## config.mk

```make
export PLATFORM = sky130hd
export DESIGN_NAME = hififo_ctrl_regs_flat
export DESIGN_NICKNAME = d
export VERILOG_FILES = /design/src/rtl/hififo_ctrl_regs_if.sv /design/src/rtl/hififo_ctrl_regs.sv /design/src/flat_wrapper.sv
export SDC_FILE = /design/constraint.sdc
export NUM_CORES = 1
export LEC_CHECK = 0
export CAP_MARGIN = 20
export CORE_AREA = 3 3 155 157
export DETAILED_ROUTE_END_ITERATION = 16
export DIE_AREA = 0 0 158 160
export DONT_BUFFER_PORTS = 1
export SYNTH_ARGS = -nofsm -noshare
export SYNTH_HDL_FRONTEND = slang
export SYNTH_SLANG_ARGS = --single-unit
```

## constraint.sdc

```tcl
create_clock -name clock -period 2.2 [get_ports clock]
set_input_delay 0.44 -clock clock [delete_from_list [all_inputs] [get_ports clock]]
set_output_delay 0.44 -clock clock [all_outputs]
set_load 0.01 [all_outputs]
```

## src/rtl/hififo_ctrl_regs_if.sv

```systemverilog
// PIO bus between pcie_rx/pcie_tx and the HIFIFO control register block.
// Write strobe, read request and read completion are grouped in one bundle.
interface hififo_ctrl_regs_if;
  // Handshakes: wr_valid is a one-cycle strobe with no back-pressure.
  // rr_valid is held with a stable rr_addr until the one-cycle rr_ready pulse.
  // rc_valid is held with a stable rc_data until sampled together with
  // rc_ready at a rising edge; the transfer happens at that edge.
  logic        wr_valid;
  logic [5:0]  wr_address;
  logic [63:0] wr_data;
  logic        rr_valid;
  logic        rr_ready;
  logic [7:0]  rr_addr;
  logic        rc_valid;
  logic        rc_ready;
  logic [31:0] rc_data;

  modport master (
    output wr_valid, wr_address, wr_data,
    output rr_valid, rr_addr, rc_ready,
    input  rr_ready, rc_valid, rc_data
  );

  modport slave (
    input  wr_valid, wr_address, wr_data,
    input  rr_valid, rr_addr, rc_ready,
    output rr_ready, rc_valid, rc_data
  );
endinterface

```

## src/rtl/hififo_ctrl_regs.sv

```systemverilog
// HIFIFO control/status registers for NFIFO channels: PIO decode, read
// completions, maskable interrupt aggregation, per-FIFO soft reset.
// Optional macro HIFIFO_IRQ_MASK_EN implements the writable irq_mask register.
module hififo_ctrl_regs #(
  parameter int          NFIFO   = 8,
  parameter logic [15:0] ENABLE  = 16'h0011,
  parameter logic [15:0] VERSION = 16'h0002
) (
  input  logic                 clock,
  input  logic                 reset_n,
  input  logic                 pci_reset,
  hififo_ctrl_regs_if.slave    bus,
  input  logic [32*NFIFO-1:0]  status,
  input  logic [2*NFIFO-1:0]   irq_in,
  output logic                 interrupt,
  input  logic                 interrupt_rdy,
  output logic [NFIFO-1:0]     fifo_reset,
  output logic [1:0]           rd_state
);
  localparam int IW = 2 * NFIFO;

  typedef enum logic [1:0] {
    RD_IDLE    = 2'd0,
    RD_CAPTURE = 2'd1,
    RD_RESP    = 2'd2,
    RD_DONE    = 2'd3
  } rd_state_e;

  rd_state_e         state_q, state_d;
  logic [IW-1:0]     irq_status;
  logic [IW-1:0]     irq_mask;
  logic [IW-1:0]     irq_en;
  logic [IW-1:0]     irq_event;
  logic [IW-1:0]     irq_clr;
  logic [NFIFO-1:0]  ch_en;
  logic [NFIFO-1:0]  fifo_reset_d;
  logic [4:0]        rd_index;
  logic [31:0]       rd_mux;
  logic              rd_is_status;
  logic              wr_status, wr_set, wr_clr;
  logic              unused_bits;

  // Each channel owns two adjacent interrupt bits.
  assign ch_en = ENABLE[NFIFO-1:0];
  for (genvar g = 0; g < NFIFO; g++) begin : g_irq_en
    assign irq_en[2*g +: 2] = {2{ENABLE[g]}};
  end

  assign wr_status = bus.wr_valid && (bus.wr_address == 6'd0);
  assign wr_set    = bus.wr_valid && (bus.wr_address == 6'd3);
  assign wr_clr    = bus.wr_valid && (bus.wr_address == 6'd4);
  assign rd_index  = bus.rr_addr[5:1];
  assign unused_bits = &{1'b0, bus.rr_addr[7:6], bus.rr_addr[0], bus.wr_data[63:IW]};

`ifdef HIFIFO_IRQ_MASK_EN
  always_ff @(posedge clock or negedge reset_n) begin
    if (!reset_n)                                       irq_mask <= '1;
    else if (pci_reset)                                 irq_mask <= '1;
    else if (bus.wr_valid && bus.wr_address == 6'd2)    irq_mask <= bus.wr_data[IW-1:0];
  end
`else
  assign irq_mask = '1;
`endif

  assign irq_event = irq_in & irq_mask & irq_en;

  // Read-clear takes exactly the captured bits; a same-cycle event still sets.
  always_comb begin
    irq_clr = '0;
    if (wr_status) irq_clr = irq_clr | bus.wr_data[IW-1:0];
    if (state_q == RD_RESP && bus.rc_ready && rd_is_status)
      irq_clr = irq_clr | bus.rc_data[IW-1:0];
  end

  always_comb begin
    fifo_reset_d = fifo_reset;
    if (wr_set) fifo_reset_d = fifo_reset_d | bus.wr_data[NFIFO-1:0];
    if (wr_clr) fifo_reset_d = fifo_reset_d & ~bus.wr_data[NFIFO-1:0];
    fifo_reset_d = fifo_reset_d | ~ch_en;
  end

  always_ff @(posedge clock or negedge reset_n) begin
    if (!reset_n) begin
      irq_status <= '0;
      interrupt  <= 1'b0;
      fifo_reset <= '1;
    end else if (pci_reset) begin
      irq_status <= '0;
      interrupt  <= 1'b0;
      fifo_reset <= '1;
    end else begin
      irq_status <= (irq_status & ~irq_clr) | irq_event;
      interrupt  <= (interrupt & ~interrupt_rdy) | (|irq_event);
      fifo_reset <= fifo_reset_d;
    end
  end

  always_comb begin
    rd_mux = '0;
    case (rd_index)
      5'd0: rd_mux = 32'(irq_status);
      5'd1: rd_mux = 32'(ENABLE);
`ifdef HIFIFO_IRQ_MASK_EN
      5'd2: rd_mux = 32'(irq_mask);
`endif
      5'd3, 5'd4: rd_mux = 32'(fifo_reset);
      5'd5: rd_mux = {VERSION, 16'(NFIFO)};
      default: begin
        for (int i = 0; i < NFIFO; i++)
          if (rd_index == 5'(16 + i)) rd_mux = status[32*i +: 32];
      end
    endcase
  end

  always_ff @(posedge clock or negedge reset_n) begin
    if (!reset_n)       state_q <= RD_IDLE;
    else if (pci_reset) state_q <= RD_IDLE;
    else                state_q <= state_d;
  end

  always_comb begin
    state_d      = state_q;
    bus.rc_valid = 1'b0;
    bus.rr_ready = 1'b0;
    case (state_q)
      RD_IDLE:    if (bus.rr_valid) state_d = RD_CAPTURE;
      RD_CAPTURE: state_d = RD_RESP;
      RD_RESP: begin
        bus.rc_valid = 1'b1;
        if (bus.rc_ready) state_d = RD_DONE;
      end
      RD_DONE: begin
        bus.rr_ready = 1'b1;
        state_d      = RD_IDLE;
      end
      default: state_d = RD_IDLE;
    endcase
  end

  assign rd_state = state_q;

  // Completion payload is frozen at CAPTURE and held through the response.
  always_ff @(posedge clock or negedge reset_n) begin
    if (!reset_n) begin
      bus.rc_data  <= '0;
      rd_is_status <= 1'b0;
    end else if (pci_reset) begin
      bus.rc_data  <= '0;
      rd_is_status <= 1'b0;
    end else if (state_q == RD_CAPTURE) begin
      bus.rc_data  <= rd_mux;
      rd_is_status <= (rd_index == 5'd0);
    end
  end
endmodule

```

## src/flat_wrapper.sv

```systemverilog
// flat-port wrapper written by rule: the top's interface ports become plain ports
module hififo_ctrl_regs_flat 
#(
  parameter int          NFIFO   = 8,
  parameter logic [15:0] ENABLE  = 16'h0011,
  parameter logic [15:0] VERSION = 16'h0002
)
  (clock, reset_n, pci_reset, status, irq_in, interrupt, interrupt_rdy, fifo_reset, rd_state, bus_wr_valid, bus_wr_address, bus_wr_data, bus_rr_valid, bus_rr_addr, bus_rc_ready, bus_rr_ready, bus_rc_valid, bus_rc_data);
  hififo_ctrl_regs_if bus_i ();
  input  logic clock;
  input  logic reset_n;
  input  logic pci_reset;
  input  logic [32*NFIFO-1:0] status;
  input  logic [2*NFIFO-1:0] irq_in;
  output logic interrupt;
  input  logic interrupt_rdy;
  output logic [NFIFO-1:0] fifo_reset;
  output logic [1:0] rd_state;
  input wire logic [$bits(bus_i.wr_valid)-1:0] bus_wr_valid;
  input wire logic [$bits(bus_i.wr_address)-1:0] bus_wr_address;
  input wire logic [$bits(bus_i.wr_data)-1:0] bus_wr_data;
  input wire logic [$bits(bus_i.rr_valid)-1:0] bus_rr_valid;
  input wire logic [$bits(bus_i.rr_addr)-1:0] bus_rr_addr;
  input wire logic [$bits(bus_i.rc_ready)-1:0] bus_rc_ready;
  output wire logic [$bits(bus_i.rr_ready)-1:0] bus_rr_ready;
  output wire logic [$bits(bus_i.rc_valid)-1:0] bus_rc_valid;
  output wire logic [$bits(bus_i.rc_data)-1:0] bus_rc_data;
  assign bus_i.wr_valid = bus_wr_valid;
  assign bus_i.wr_address = bus_wr_address;
  assign bus_i.wr_data = bus_wr_data;
  assign bus_i.rr_valid = bus_rr_valid;
  assign bus_i.rr_addr = bus_rr_addr;
  assign bus_i.rc_ready = bus_rc_ready;
  assign bus_rr_ready = bus_i.rr_ready;
  assign bus_rc_valid = bus_i.rc_valid;
  assign bus_rc_data = bus_i.rc_data;
  hififo_ctrl_regs #(.NFIFO(NFIFO), .ENABLE(ENABLE), .VERSION(VERSION)) u_core (.clock(clock), .reset_n(reset_n), .pci_reset(pci_reset), .bus(bus_i), .status(status), .irq_in(irq_in), .interrupt(interrupt), .interrupt_rdy(interrupt_rdy), .fifo_reset(fifo_reset), .rd_state(rd_state));
endmodule
```

==> results summary <==
The count of endpoints failing hold in the final timing report is 0. Data on the critical path arrives at its endpoint at 2.17 ns. 402 I/O pins were placed. In this run the mean area of a mapped cell was 8.562 sq um. The HPWL after detailed placement is 19,240 microns.

Clock latency on the worst-skew pair, taken at its later pin, is 0.30 ns. The weighted congestion reported at the end of routability-driven placement is 0.8618. The cell area after synthesis is 0.005120 sq mm. The largest net degree at the start of global routing is 100. The leakage dissipation came out at 0.002170 uW.

The worst register-to-register path ends at u_core.bus.rc_data[0]. The headroom to the max-slew limit came out at 45.79%. The clock slew seen by the registers of the worst setup and hold paths is 0.08 ns. At the pin with the least slew margin, the transition time is 0.8095 ns. The width of the chip is 158 microns. The number of max-slew violations in the final report came out at 0. The number of synthesized register bits came out at 54. The first detailed-routing pass took 6 iterations. In the final layout, the share of cells above drive strength 1 is 14.60%. Fill cells in the final layout number 2,428. The vias per cell came out at 5.878. Among all stages on the critical path, the largest delay is contributed by sky130_fd_sc_hd__dfrtp_1. Across the VDD grid, the largest voltage drop is 0.2449 mV.

The first-pass GRT wire length came out at 33,600 microns. The class of the most critical setup path is flip-flop to flip-flop. Of the available clock period, the critical path in the final layout requires 88.58%. The sort of element at the end of the critical path is a flip-flop. The maximum cell stage delay along the critical path came out at 0.38 ns. For this design the ratio of total power to cell area is 509.6 mW/mm^2. The Yosys step of the flow raised 0 warnings. The clock passes through at most 2 buffers.

In the layout the commonest cells are sky130_fd_sc_hd__dfrtp_1, sky130_fd_sc_hd__a21oi_1, sky130_fd_sc_hd__nand2_1, sky130_fd_sc_hd__nor2_1. The design draws 2862 uW. The final hold slack came out at 0.001244 ns. The count of different cell masters after synthesis is 68. Counting buffers and inverters, the worst setup path is 7 cells deep. The DRC violation count after routing is 0.

The number of global-route vias before repair came out at 5,120. The worst reg2reg path depth came out at 7. The clock sink count is 54. For this block, the via count after detailed routing is 5,102. In the final layout, the multi-input gates occupy 0.003413 sq mm. The number of max-cap violations came out at 0. The floorplan step defined a core boundary enclosing 0.02264 sq mm. The area of all sequential standard cells is 0.001354 sq mm. The tree is rooted in a sky130_fd_sc_hd__clkbuf_16.

The gate family responsible for the most delay along the worst path is simple AND/OR/NAND/NOR gates. In this run the remaining antenna-violating nets after routing total 0. The highest clock rate came out at 513.1 MHz.

The data required time at the worst endpoint is 2.42 ns. The synthesis-to-layout area growth came out at 9.702%. For this configuration, the core starts out at a cell density of 22.61%. The minimum clock period after layout is 1.949 ns. The final setup violation count is 0.

The CTS tree is built. The share of async-settable or async-resettable flops after synthesis is 100.0%. In the final design database the tool counted 942 nets.

The proportion of synthesized chip area in sequential cells is 26.44%. The setup clock skew after layout is 0.004422 ns. The summed negative setup slack over all endpoints is 0 ns. The worst-path maximum fanout is 7.

The first routing iteration left 482 violations. The cell count after synthesis is 598. The number of antenna violations at the first check in global routing came out at 0.

The worst setup path is launched from a flip-flop. Leaving out fill and tap cells, the most frequent cell in the layout is sky130_fd_sc_hd__dfrtp_1. Dividing the detail-routed wire length by the instance count gives 27.92 microns. The number of enable-type register cells in the synthesized netlist came out at 0.

The die footprint came out at 0.02528 sq mm. Setup repair after global routing left no endpoint under its margin. The overall die height is 160 microns.

The count of standard-cell rows came out at 55. The total routing usage reported by global routing came out at 17.84%. Walking the worst path, the cells encountered are inv_1, ha_1, nand2b_1, buf_4, or2_1, a31o_2, a32oi_1. The buffers inserted during post-CTS setup optimization came out at 0. The wire length after detailed routing is 24,230 microns. The buffer and inverter count on the worst path is 2. The number of CTS-inserted buffers came out at 5. The worst register-to-register path begins at u_core.rd_state[1].

The number of H-tree branching levels came out at 2. The run finished with clean final reports. The number of I/O port buffers is 0. The reg-to-reg setup timing slack is 0.25 ns. The primary flip-flop cell chosen by synthesis mapping is sky130_fd_sc_hd__dfrtp_1. The worst hold path belongs to the class input pin to async pin.

For this run the aggregate overflow at the end of global routing stands at 0.
-- sequential cells by signal, summed over array words and instances (netlist names) --
| signal | count |
|---|---|
| u_core.bus.rc_data | 32 |
| u_core.irq_status | 16 |
| u_core.fifo_reset | 2 |
| u_core.rd_state | 2 |
| u_core.interrupt | 1 |
| u_core.rd_is_status | 1 |
-- worst reg2reg max path, cell delays in order, from the launching register on --
cell,delay (ns)
sky130_fd_sc_hd__dfrtp_1,0.38
sky130_fd_sc_hd__inv_1,0.08
sky130_fd_sc_hd__ha_1,0.27
sky130_fd_sc_hd__nand2b_1,0.24
sky130_fd_sc_hd__buf_4,0.22
sky130_fd_sc_hd__or2_1,0.31
sky130_fd_sc_hd__a31o_2,0.24
sky130_fd_sc_hd__a32oi_1,0.14
-- worst max path at each step --
stage,start,endpoint,slack [ns]
2_1_floorplan,bus_rr_addr[1],u_core.bus.rc_data[21],0.30
3_3_place_gp,bus_rr_addr[4],u_core.bus.rc_data[11],0.005
3_5_place_dp,bus_rr_addr[4],u_core.bus.rc_data[11],0.02
4_1_cts,u_core.rd_state[1],u_core.bus.rc_data[2],0.1
5_1_grt,u_core.rd_state[1],u_core.bus.rc_data[2],0.06
6_report,u_core.rd_state[1],u_core.bus.rc_data[0],0.25
-- layout make-up --
cell class | count | share of cell area (%)
Tap cell | 285 | 6.349
Multi-Input combinational cell | 475 | 60.77
Clock buffer | 5 | 2.228
Antenna cell | 1 | 0.04455
Clock inverter | 3 | 0.5124
Sequential cell | 54 | 24.10
Timing Repair Buffer | 36 | 5.391
Inverter | 9 | 0.6015
-- synth_stat cells, drive strengths merged (12+ instances only) --
cell type | number | area (sq um)
o22ai | 16 | 100.1
a221oi | 34 | 297.8
a22oi | 20 | 150.1
buf | 41 | 255.2
nor2 | 41 | 156.4
nand3b | 12 | 90.09
nand2 | 42 | 157.7
o2bb2ai | 17 | 148.9
nand2b | 28 | 175.2
o21ai | 19 | 95.09
clkbuf | 24 | 91.33
mux2i | 27 | 270.3
a21oi | 45 | 225.2
nand3 | 25 | 150.1
dfrtp | 52 | 1301
-- per-layer routing --
metal  vias up  share of wire [%]  global-route usage [%]
li1       2277                  -                       -
met1      2468                 42                   24.02
met2       339                 49                   30.22
met3        18                7.9                   2.846
met4         0                1.5                   3.637
met5         -                  0                       0
-- metrics by stage --
step           std cells  util (%)  instance area [sq um]  worst slack, ns
2_1_floorplan        603         -                   5139           0.3000
3_3_place_gp         858     23.99                   5431         0.005328
3_5_place_dp         858     23.99                   5431          0.02022
4_1_cts              867     24.79                   5613          0.09695
5_1_grt              867     24.80                   5614          0.05947
6_report             868     24.81                   5617           0.2512
-- power breakdown --
group | switching (uW) | total (uW) | leakage [uW] | internal [uW]
Clock | 423 | 859 | 0.0000759 | 436
Combinational | 477 | 829 | 0.00136 | 352
Sequential | 109 | 1170 | 0.000734 | 1060
-- cell families (layout without fill, tap and decap cells) --
family / after synthesis / count (layout) / synth area share, %
AOI/OAI and AO/OA: 220 / 220 / 31.84
adders and majority gates: 4 / 4 / 0.9776
buffers and inverters: 74 / 53 / 7.429
DFF: 54 / 54 / 26.44
muxes: 46 / 46 / 11.66
other: 1 / 7 / 0.07324
and+or+nand+nor: 199 / 199 / 21.58
-- timing repair --
item                                    4_1_cts  5_1_grt
hold buffers                                  1        0
endpoints found under the setup margin        0        7
gates resized for setup                       0        1
endpoints found under the hold margin        54        0
(Power assumes the default switching activity.)
==> variant, RTL diff (same flow settings) <==
The option `HIFIFO_IRQ_MASK_EN` is turned on by a define.
--- a/src/rtl/hififo_ctrl_regs.sv
+++ b/src/rtl/hififo_ctrl_regs.sv
@@ -1,6 +1,8 @@
 // HIFIFO control/status registers for NFIFO channels: PIO decode, read
 // completions, maskable interrupt aggregation, per-FIFO soft reset.
 // Optional macro HIFIFO_IRQ_MASK_EN implements the writable irq_mask register.
+`define HIFIFO_IRQ_MASK_EN
+
 module hififo_ctrl_regs #(
   parameter int          NFIFO   = 8,
   parameter logic [15:0] ENABLE  = 16'h0011,
Behaviour: not the same (Yosys sat finds a counterexample within 4 cycles, from zero or initial values and one cycle with reset_n low).
==> variant against the original RTL <==
- sequential cell count grew 16
- critical path depth unchanged
- global-route usage grew 0.79 points
- utilization up 3.6 points
- cell area grew 15%
- die area unchanged
- wire length up 4.1%
- synthesized area rose by 14%
- worst setup slack lost 0.034 ns
- power rose by 35%
- sequential power is 26% higher
- largest power group is now clock
- via count up 11%
==> variant: results (changes against the original RTL) <==
stage,metric,value,unit,change
outcome,outcome,"finished, final reports clean",,
timing,max_transition_margin,61.92,%,+16 points
logic_synthesis,muxShareOfSynthArea,12.04,%,+0.38 points
placement,globalplace.congestion,0.8842,,+2.6%
clocking,cts.clk_slew.worst_paths,0.06,ns,-0.02 ns
grt,met2_usage,30.72,%,+0.51 points
worst_setup_path,r2r_start,u_core.rd_state[0]$_DFFE_PN0P_,,
detailed_routing,detail_route.first_pass.iterations,5,,-1
worst_setup_path,r2r_end,u_core.bus.rc_data[30]$_DFFE_PN0P_,,
worst_setup_path,critical_path.max_fanout,14,,+7
detailed_routing,route.vias.total,5655,,+11%
clocking,clk-insertion-delay-late,0.35,ns,+0.05 ns
detailed_routing,met2RoutedLength,11930,µm,+1.2%
clocking,cts.repair_timing.setup_buffer_count,0,,unchanged
worst_setup_path,worstPathArrival,2.20,ns,+0.03 ns
hold_path,hold_path.startpoint,pci_reset,,
hold_path,holdPathStages,1,,
grt,largest_net_degree_at_the_start_of_global_routing,95,,-5.0%
layout,layout-drive-gt1-share,15.43,%,+0.83 points
timing,whs,0.1788,ns,+0.1776 ns
detailed_routing,wl_per_cell,26.56,µm,-4.9%
power,max-vdd-ir-drop,0.3596,mV,+47%
detailed_routing,uppermost_routed_layer,met4,,
detailed_routing,drt-initial-drc-count,531,,+10%
clocking,ctsHtreeMaxLevel,3,,+1
layout,design.final.nets,1017,,+8.0%
logic_synthesis,synth_cell_type_count,62,,-8.8%
logic_synthesis,synth_area_leaders,"dfrtp_1 22%, dfstp_2 8.1%, mux4_2 7.7%",,
grt,grt.met3_usage,4.499,%,+1.7 points
placement,placed_cells_incl_taps,928,,+8.2%
clocking,cts_hold_bufs,2,,+1
logic_synthesis,synthesized_area_fraction_occupied_by_adder_cells,0.8586,%,-0.12 points
logic_synthesis,synthesis.instances,675,,+13%
detailed_routing,dr_wl_met3,1978,µm,+3.9%
clocking,max-clock-path-buffers,2,,unchanged
worst_setup_path,rr_worst_depth,7,,unchanged
grt,grt_use_total,18.64,%,+0.79 points
logic_synthesis,synth_common_cells,"74 x nand2_1, 64 x nor2_1, 52 x dfrtp_1",,
worst_setup_path,reg2reg_setup_slack,0.22,ns,-0.03 ns
detailed_routing,drt-met1-wl,10680,µm,+4.9%
clocking,cts_inserted_buffers,9,,+4
layout,final-instance-count-excl-fill,950,,+9.4%
logic_synthesis,sequential_area_share_after_synthesis,30.44,%,+4.0 points
grt,initial_antenna_violation_count,3,,+3
placement,preCtsSetupSlack,0.2143,ns,+0.1941 ns
logic_synthesis,synth_compound_area_share,27.34,%,-4.5 points
layout,biggestRegsByFlops,"u_core.bus.rc_data x32, u_core.irq_mask x16, u_core.irq_status x16",,
power,power_leakage,0.002475,µW,+14%
hold_path,hold_class,in2reg,,
grt,number_of_global_route_vias_before_repair,5516,,+7.7%
timing,skew,0.007369,ns,+0.002947 ns
grt,grt_pass1_wl,35340,µm,+5.2%
grt,met1_capacity_usage_during_global_routing,24.17,%,+0.15 points
placement,detailed_place_hpwl,19000,µm,-1.3%
placement,placed_area,0.006092,mm²,+12%
variant: cell count changes in the layout (fill, tap and decap cells not counted), sizes merged, moves of 7 or more:
cell and change:
o221ai -11, mux2 -8, nand3 -18, nor2b +16, o2bb2ai -9, dfstp +16, nor2 +23, o41ai +7
mux4 +10, o21ai +9, nor3 +16, nand3b +7, nand2 +32
variant: worst max-delay path by stage:
stage / from / endpoint / slack, ns / cells after the start
2_1_floorplan: bus_rr_addr[5] / u_core.bus.rc_data[7]$_DFFE_PN0P_ / 0.31 / 9
3_3_place_gp: bus_rr_addr[1] / u_core.bus.rc_data[3]$_DFFE_PN0P_ / 0.26 / 6
5_1_grt: u_core.rd_state[0]$_DFFE_PN0P_ / u_core.bus.rc_data[17]$_DFFE_PN0P_ / 0.1 / 7
6_report: u_core.rd_state[0]$_DFFE_PN0P_ / u_core.bus.rc_data[30]$_DFFE_PN0P_ / 0.22 / 7
4_1_cts: u_core.rd_state[0]$_DFFE_PN0P_ / u_core.bus.rc_data[30]$_DFFE_PN0P_ / 0.23 / 7
3_5_place_dp: bus_rr_addr[1] / u_core.bus.rc_data[3]$_DFFE_PN0P_ / 0.21 / 6
variant: final cells by class:
type	count	area (µm²)
multi-input combinational	532	3684
antenna	4	10.01
clock buffer	11	232.7
tap	285	356.6
timing repair buffer	35	285.3
clock inverter	5	60.06
sequential	70	1774
fill	2428	16210
inverter	8	30.03
variant: worst max-delay path: stages (launching register included):
cell,delay [ns]
dfrtp_1,0.45
ha_1,0.33
nor2b_1,0.19
buf_4,0.14
nand2_1,0.07
buf_4,0.26
a21oi_1,0.07
a221o_1,0.34
variant: power breakdown:
group	internal [µW]	total, µW	switching [µW]
clock	882	1500	620
combinational	382	882	500
sequential	1360	1470	113
